`src/rtl/hazard_stall_ctrl_pkg.sv`:
```
// Shared types and defaults for the pipeline hazard/stall controller.
package hazard_stall_ctrl_pkg;

  // Why the pipeline is stalled this cycle. Earlier causes in this list take priority.
  typedef enum logic [2:0] {
    CAUSE_NONE     = 3'd0,
    CAUSE_LOAD_USE = 3'd1,
    CAUSE_BR_EX    = 3'd2,
    CAUSE_LOAD_MEM = 3'd3,
    CAUSE_MDU      = 3'd4
  } stallCause_t;

  // States of the mult/div unit occupancy timer.
  typedef enum logic {
    MDU_IDLE = 1'b0,
    MDU_BUSY = 1'b1
  } mduState_t;

  localparam int MDU_LATENCY_DEFAULT = 32;
  localparam int MDU_CNT_W           = 6;

  // A register r is a hazard when it is nonzero and is a source that the ID instruction actually reads.
  function automatic logic srcMatch(input logic [4:0] r,
                                    input logic [4:0] rs, input logic usesRs,
                                    input logic [4:0] rt, input logic usesRt);
    return (r != 5'd0) && ((usesRs && (r == rs)) || (usesRt && (r == rt)));
  endfunction

endpackage

```
`src/rtl/hazard_stall_ctrl_mdu_busy_timer.sv`:
```
// Tracks how long the mult/div unit holds HI/LO after an op leaves ID/EX.
module mdu_busy_timer
  import hazard_stall_ctrl_pkg::*;
#(
  parameter int MDU_LATENCY = MDU_LATENCY_DEFAULT
) (
  input  logic clk,
  input  logic rst_n,
  input  logic mduStart,
  output logic mduBusy
);

  mduState_t             state, stateNext;
  logic [MDU_CNT_W-1:0]  cnt, cntNext;

  // State and countdown registers; reset abandons any op in flight.
  always_ff @(posedge clk or negedge rst_n) begin
    if (!rst_n) begin
      state <= MDU_IDLE;
      cnt   <= '0;
    end else begin
      state <= stateNext;
      cnt   <= cntNext;
    end
  end

  // Next state: load LATENCY-1 on start, count down while busy, return to idle as cnt reaches 0.
  always_comb begin
    stateNext = state;
    cntNext   = cnt;
    case (state)
      MDU_IDLE: begin
        if (mduStart) begin
          stateNext = MDU_BUSY;
          cntNext   = MDU_CNT_W'(MDU_LATENCY - 1);
        end
      end
      MDU_BUSY: begin
        cntNext = cnt - 1'b1;
        if (cnt == MDU_CNT_W'(1)) begin
          stateNext = MDU_IDLE;
        end
      end
      default: begin
        stateNext = MDU_IDLE;
        cntNext   = '0;
      end
    endcase
  end

  assign mduBusy = (state == MDU_BUSY);

  // A second start while busy is ignored by the logic; the ID-stage hold should make it impossible.
  startWhileBusy: assert property (@(posedge clk) disable iff (!rst_n)
                                   !(state == MDU_BUSY && mduStart));

endmodule

```
`src/rtl/hazard_stall_ctrl.sv`:
```
// Detects hazards that forwarding cannot cover and drives PC/IF-ID enables, flushes and a stall counter.
module hazard_stall_ctrl
  import hazard_stall_ctrl_pkg::*;
#(
  parameter int MDU_LATENCY = MDU_LATENCY_DEFAULT,
  parameter int CNT_W       = 16
) (
  input  logic             clk,
  input  logic             rst_n,
  input  logic [4:0]       rs_inIFID,
  input  logic [4:0]       rt_inIFID,
  input  logic             uses_rs_inIFID,
  input  logic             uses_rt_inIFID,
  input  logic             branch_inIFID,
  input  logic             mdu_use_inIFID,
  input  logic             take_branch,
  input  logic             MemRead_inIDEX,
  input  logic             RegWrite_inIDEX,
  input  logic [4:0]       rd_Or_rt_inIDEX,
  input  logic             MemRead_inEXMEM,
  input  logic [4:0]       rd_Or_rt_inEXMEM,
  input  logic             mdu_start_inIDEX,
  output logic             PCWrite,
  output logic             IFIDWrite,
  output logic             IDEXFlush,
  output logic             IFIDFlush,
  output logic             mdu_busy,
  output logic [CNT_W-1:0] stall_cycles
);

  logic        matchEx, matchMem;
  logic        loadUse, brEx, loadMem, mduHold;
  logic        stall;
  stallCause_t stallCause;

  mdu_busy_timer #(.MDU_LATENCY(MDU_LATENCY)) uMduTimer (
    .clk      (clk),
    .rst_n    (rst_n),
    .mduStart (mdu_start_inIDEX),
    .mduBusy  (mdu_busy)
  );

  assign matchEx  = srcMatch(rd_Or_rt_inIDEX,  rs_inIFID, uses_rs_inIFID, rt_inIFID, uses_rt_inIFID);
  assign matchMem = srcMatch(rd_Or_rt_inEXMEM, rs_inIFID, uses_rs_inIFID, rt_inIFID, uses_rt_inIFID);

  assign loadUse = MemRead_inIDEX && matchEx;
  assign brEx    = branch_inIFID && RegWrite_inIDEX && matchEx;
  assign loadMem = branch_inIFID && MemRead_inEXMEM && matchMem;
  assign mduHold = mdu_use_inIFID && mdu_busy;

  // Classify the stall by its highest-priority cause; any cause at all stalls the front end.
  always_comb begin
    stallCause = CAUSE_NONE;
    if (loadUse)      stallCause = CAUSE_LOAD_USE;
    else if (brEx)    stallCause = CAUSE_BR_EX;
    else if (loadMem) stallCause = CAUSE_LOAD_MEM;
    else if (mduHold) stallCause = CAUSE_MDU;
  end

  assign stall = (stallCause != CAUSE_NONE);

  // Front-end controls: a stall freezes PC/IF-ID and bubbles EX, and overrides a taken branch whose operands are stale.
  always_comb begin
    PCWrite   = 1'b1;
    IFIDWrite = 1'b1;
    IDEXFlush = 1'b0;
    IFIDFlush = 1'b0;
    if (stall) begin
      PCWrite   = 1'b0;
      IFIDWrite = 1'b0;
      IDEXFlush = 1'b1;
    end else if (take_branch) begin
      IFIDFlush = 1'b1;
    end
  end

  // Saturating count of stalled cycles for performance monitoring.
  always_ff @(posedge clk or negedge rst_n) begin
    if (!rst_n) begin
      stall_cycles <= '0;
    end else if (stall && (stall_cycles != {CNT_W{1'b1}})) begin
      stall_cycles <= stall_cycles + 1'b1;
    end
  end

endmodule

```
`config.mk`:
```
export PLATFORM = sky130hd
export DESIGN_NAME = hazard_stall_ctrl
export DESIGN_NICKNAME = d
export VERILOG_FILES = /design/src/rtl/hazard_stall_ctrl_pkg.sv /design/src/rtl/hazard_stall_ctrl_mdu_busy_timer.sv /design/src/rtl/hazard_stall_ctrl.sv
export SDC_FILE = /design/constraint.sdc
export NUM_CORES = 1
export LEC_CHECK = 0
export ABC_CLOCK_PERIOD_IN_PS = 4000
export BUFFER_PORTS_ARGS = -buffer_cell sky130_fd_sc_hd__buf_4
export CAP_MARGIN = 25
export CORE_AREA = 2 2 63 65
export CTS_CLUSTER_SIZE = 16
export DETAILED_ROUTE_END_ITERATION = 10
export DIE_AREA = 0 0 65 67
export PLACE_DENSITY = 0.76
export SKIP_LAST_GASP = 1
export SYNTH_ARGS = -nofsm -noshare
export SYNTH_HDL_FRONTEND = slang
export SYNTH_SLANG_ARGS = --single-unit
```
`constraint.sdc`:
```
create_clock -name clk -period 4 [get_ports clk]
set_clock_uncertainty 0.1 [all_clocks]
set_input_delay 0.8 -clock clk [delete_from_list [all_inputs] [get_ports clk]]
set_output_delay 0.8 -clock clk [all_outputs]
set_load 0.05 [all_outputs]
```
Yosys cells after proc, flatten, opt, wreduce, memory -nomap -nowiden
Cells that the tools add are included.
{ "totals": {"out_inout_bits": 21, "ff_bits": 23, "in_bits": 31} }
{ "classes": {"n_addsub": 2, "n_reduce_logical": 18, "n_mux": 13, "n_eq_ne": 7, "bitwise": 1} }
{ "op_table": {"columns": ["operator", "count"], "rows": [
  ["$eq 5x5->1", 4],
  ["$add 16x1->16 const B", 1],
  ["$ne 16x16->1 const B", 1],
  ["$logic_and 1x1->1", 13],
  ["$mux 3", 4],
  ["$pmux 6 s2", 1],
  ["$reduce_bool 5->1", 2],
  ["$eq 6x1->1 const B", 1],
  ["$mux 1", 6],
  ["$mux 6", 1],
  ["$sub 6x1->6 const B", 1],
  ["$reduce_bool 3->1", 1],
  ["$logic_or 1x1->1", 2],
  ["$ne 2x2->1 const B", 1],
  ["$pmux 1 s2", 1],
  ["$not 1->1", 1]
]} }

Longest topological paths before layout
{ "logic_depth": {"ltp_word": 10, "depth_mapped": 8, "mapped_depth_nobuf": 6} }

Cells and area by module
From an unflattened synthesis, not the netlist that was laid out.
{ "hier_totals": {"cells_unflattened": 143, "hier_area_um2": 1415.1} }
{ "modules_own_cells": {"columns": ["mod", "area_per_inst_um2", "n_inst", "seq_area_each_um2", "cells_each"], "rows": [
  ["hazard_stall_ctrl", 1058.5, 1, 400.4, 108],
  ["mdu_busy_timer", 356.6, 1, 175.2, 35]
]} }

Least setup slack after synthesis
OpenSTA, ideal clock, no wires.
{ "synth_path": {"kind": "input-to-output", "start": "input port rd_Or_rt_inEXMEM[0]", "end": "output port IFIDFlush", "slack_ps": 589, "path_stages": 6, "path_buffers": 2, "t_arrival_ps": 2511, "cell_sequence": "or3_1 o311a_1 a222oi_1 buf_4 buf_6 and2_1"} }
{ "synth_via": {"elab_chain_cells": 10} }
{ "synth_lines": {"columns": ["element", "line_no", "rtl"], "rows": [
  ["start: declaration", "hazard_stall_ctrl.sv:21", "input logic [4:0] rd_Or_rt_inEXMEM,"],
  ["$eq 5x5->1", "hazard_stall_ctrl_pkg.sv:26", "return (r != 5'd0) && ((usesRs && (r == rs)) || (usesRt && (r == rt)));"],
  ["$logic_and 1x1->1", "hazard_stall_ctrl_pkg.sv:26", null],
  ["$logic_or 1x1->1", "hazard_stall_ctrl_pkg.sv:26", null],
  ["$logic_and 1x1->1 *", "hazard_stall_ctrl_pkg.sv:26", null],
  ["$logic_and 1x1->1 *", "hazard_stall_ctrl.sv:48", "assign loadMem = branch_inIFID && MemRead_inEXMEM && matchMem;"],
  ["$mux 3 *", "hazard_stall_ctrl.sv:56", "else if (loadMem) stallCause = CAUSE_LOAD_MEM;"],
  ["$mux 3 *", "hazard_stall_ctrl.sv:55", "else if (brEx) stallCause = CAUSE_BR_EX;"],
  ["$mux 3 *", "hazard_stall_ctrl.sv:54", "if (loadUse) stallCause = CAUSE_LOAD_USE;"],
  ["$reduce_bool 3->1 *", "hazard_stall_ctrl.sv:60", "assign stall = (stallCause != CAUSE_NONE);"],
  ["$mux 1 *", "hazard_stall_ctrl.sv:68", "if (stall) begin"],
  ["end: declaration", "hazard_stall_ctrl.sv:26", "output logic IFIDFlush,"]
]} }
Every way passes the cells marked *; elsewhere a longest branch is shown, timed or not.

Final worst setup path
Same ends and word-level chain as after synthesis.

==> impl_metrics.ini <==
[timing]
period_needed_ps = 3364
fmax_mhz = 297.3
worst_slack_ps = 636.5
rsz0062_at_grt = false
setup_violations = 0
drv_slew = 0
relSlewSlack_pct = 72.44
setup_tns_ps = 0
tightest_slew_ps = 413.5
whs_ps = 308.1
period_share_pct = 84.09
hold_viol = 0

[clock_network]
clockRootBuffer = clkbuf_8
clk_pin_slew_ps = 80
postCtsSetupRepairBufs = 0
cts_buffer_depth = 2
cts_tree = done
ctsResizeCount = 0
ctsHoldBuffers = 0
clk_latency_ps = 260
htree_levels = 1
clock_sinks = 23
numCtsBuffers = 3

[floorplanning]
die_h_um = 67
start_util_pct = 39.69
io_pins = 52
core_area_um2 = 3606
dieArea_um2 = 4355
die-width_um = 65
row_count = 22

[critical_path]
r2r_cells = 6
start_kind = input pin
worst_ep_required_time_ps = 3100
worstPathArrival_ps = 2460
endpoint_kind = output pin
path_class = in -> out
cp_max_fo = 19

[detailed_routing]
num_vias = 1238
wl_per_cell_um = 12.80
finalWirelength_um = 3175
ant_nets = 0
drtPass1Iterations = 4
drt-vias-per-instance = 4.992
drt_iter0_markers = 93
remaining_drc_errors = 0

[placed_design]
hpwl_um = 2450
dpl.cell_count = 243
port_buffers = 51
pre_cts_slack_ps = 632.4
gp_congestion = 0.8782
placed_cell_area_um2 = 1843

[global_routing]
grt_max_degree = 24
grt_pass1_wl_um = 5444
grt_use_total_pct = 15.82
antenna_found_initial = 0
grt_overflow = 0
grt_pass1_vias = 1223

[layout]
final_cell_area_um2 = 1897
final_common_cell = buf_4
instances_no_fill = 248
antenna_cells = 0
nNetsFinal = 235
final_core_util_pct = 52.60
areaGrowthSynthToFinish_pct = 32.52
drive_above_1_share_pct = 31.00
final_cell_mix = buf_4, dfrtp_1, xnor2_1

[synthesis]
syn_area_per_cell_um2 = 9.607
syn_inst = 149
synth.yosys.seq_area_share_pct = 40.21
synth_nets = 183
synth_area_um2 = 1431
yosysUniqueCellTypes = 34
yosys_warnings = 0
ys_ff_latch = 23

[pwr]
irDropWorstVdd_v = 0.0002615
powerDensity_nw_per_um2 = 516.1
leakage_nw = 0.8845
power_mw = 0.9790

[job]
drv_cap = 0

[min_path]
hold_class = in -> async

[status]
outcome = finished, final reports clean
==> metal layers <==
layer | up-vias | wire length (um) | global-route usage, %
li1 | 628 | - | -
met1 | 576 | 1482 | 20.38
met2 | 30 | 1505 | 27.19
met3 | 4 | 145 | 2.196
met4 | 0 | 42 | 5.319
met5 | - | 0 | 0
==> cells by family (layout without fill, tap and decap cells) <==
logic type	after synthesis	count (layout)	synth area share, %
adder cells (fa/ha/maj)	3	3	2.623
multiplexers	2	2	2.098
AND/OR/NAND/NOR	59	59	22.64
flip-flops	23	23	40.21
AO/OA/AOI/OAI	15	15	6.381
XOR/XNOR	36	36	22.03
buffers and inverters	11	62	4.021
==> worst paths after layout <==
check                      slack, ps                         from                            to
setup / recovery                 640          rd_Or_rt_inEXMEM[0]                     IFIDFlush
hold / removal                   310                        rst_n  stall_cycles[15]$_DFFE_PN0P_
setup reg to reg                1870  stall_cycles[3]$_DFFE_PN0P_   stall_cycles[1]$_DFFE_PN0P_
hold reg to reg                  390  stall_cycles[6]$_DFFE_PN0P_   stall_cycles[6]$_DFFE_PN0P_
max in group asynchronous       3260                        rst_n   stall_cycles[3]$_DFFE_PN0P_
min in group clk                 390  stall_cycles[6]$_DFFE_PN0P_   stall_cycles[6]$_DFFE_PN0P_
==> power breakdown <==
group	internal (mW)	total [mW]	switching, mW
registers	0.301	0.380	0.0788
clock network	0.0695	0.142	0.0727
logic	0.178	0.457	0.279
==> cells in the mapped netlist <==
cell      instances  area (um2)
a21o_1            1       7.510
a21oi_1           8       40.04
a222oi_1          1       10.01
a31oi_1           1       6.260
and2_1            1       6.260
and3_1            2       12.51
and4_1            1       8.760
buf_2             1       5.000
buf_4             2       15.01
buf_6             1       11.26
clkbuf_1          2       7.510
dfrtp_1          23       575.6
ha_1              3       37.54
inv_1             5       18.77
mux2_4            2       30.03
nand2_1          11       41.29
nand2b_1          1       6.260
nand3_1           4       20.02
nand4_1           7       43.79
nor2_1            6       22.52
nor2_2            1       6.260
nor2b_1           1       6.260
nor3_1           13       65.06
nor3b_1           2       15.01
nor4_1            4       25.02
nor4_2            1       12.51
nor4b_1           2       17.52
o21ai_0           1       5.000
o22ai_1           2       12.51
o311a_1           1       10.01
or3_1             1       6.260
or3b_2            1       8.760
xnor2_1          22       192.7
xor2_1           14       122.6
==> flip-flops by register name, summed over array words and instances (netlist names) <==
register           flops
uMduTimer.mduBusy      1
stall_cycles          16
uMduTimer.cnt          6
==> worst max-delay path, cell delays in order <==
cell and delay [ps]:
buf_4 120, or3_1 390, o311a_1 290, a222oi_1 240
buf_4 280, and2_1 150, buf_4 190
==> cell type report <==
class / count / area, um2
Clock buffer: 3 / 41.29
Clock inverter: 1 / 5.005
Multi-Input combinational cell: 115 / 798.3
Sequential cell: 23 / 575.6
Fill cell: 355 / 1709
Timing Repair Buffer: 53 / 397.9
Inverter: 5 / 18.77
Tap cell: 48 / 60.06
No activity file was read; power rests on OpenSTA's default activity.
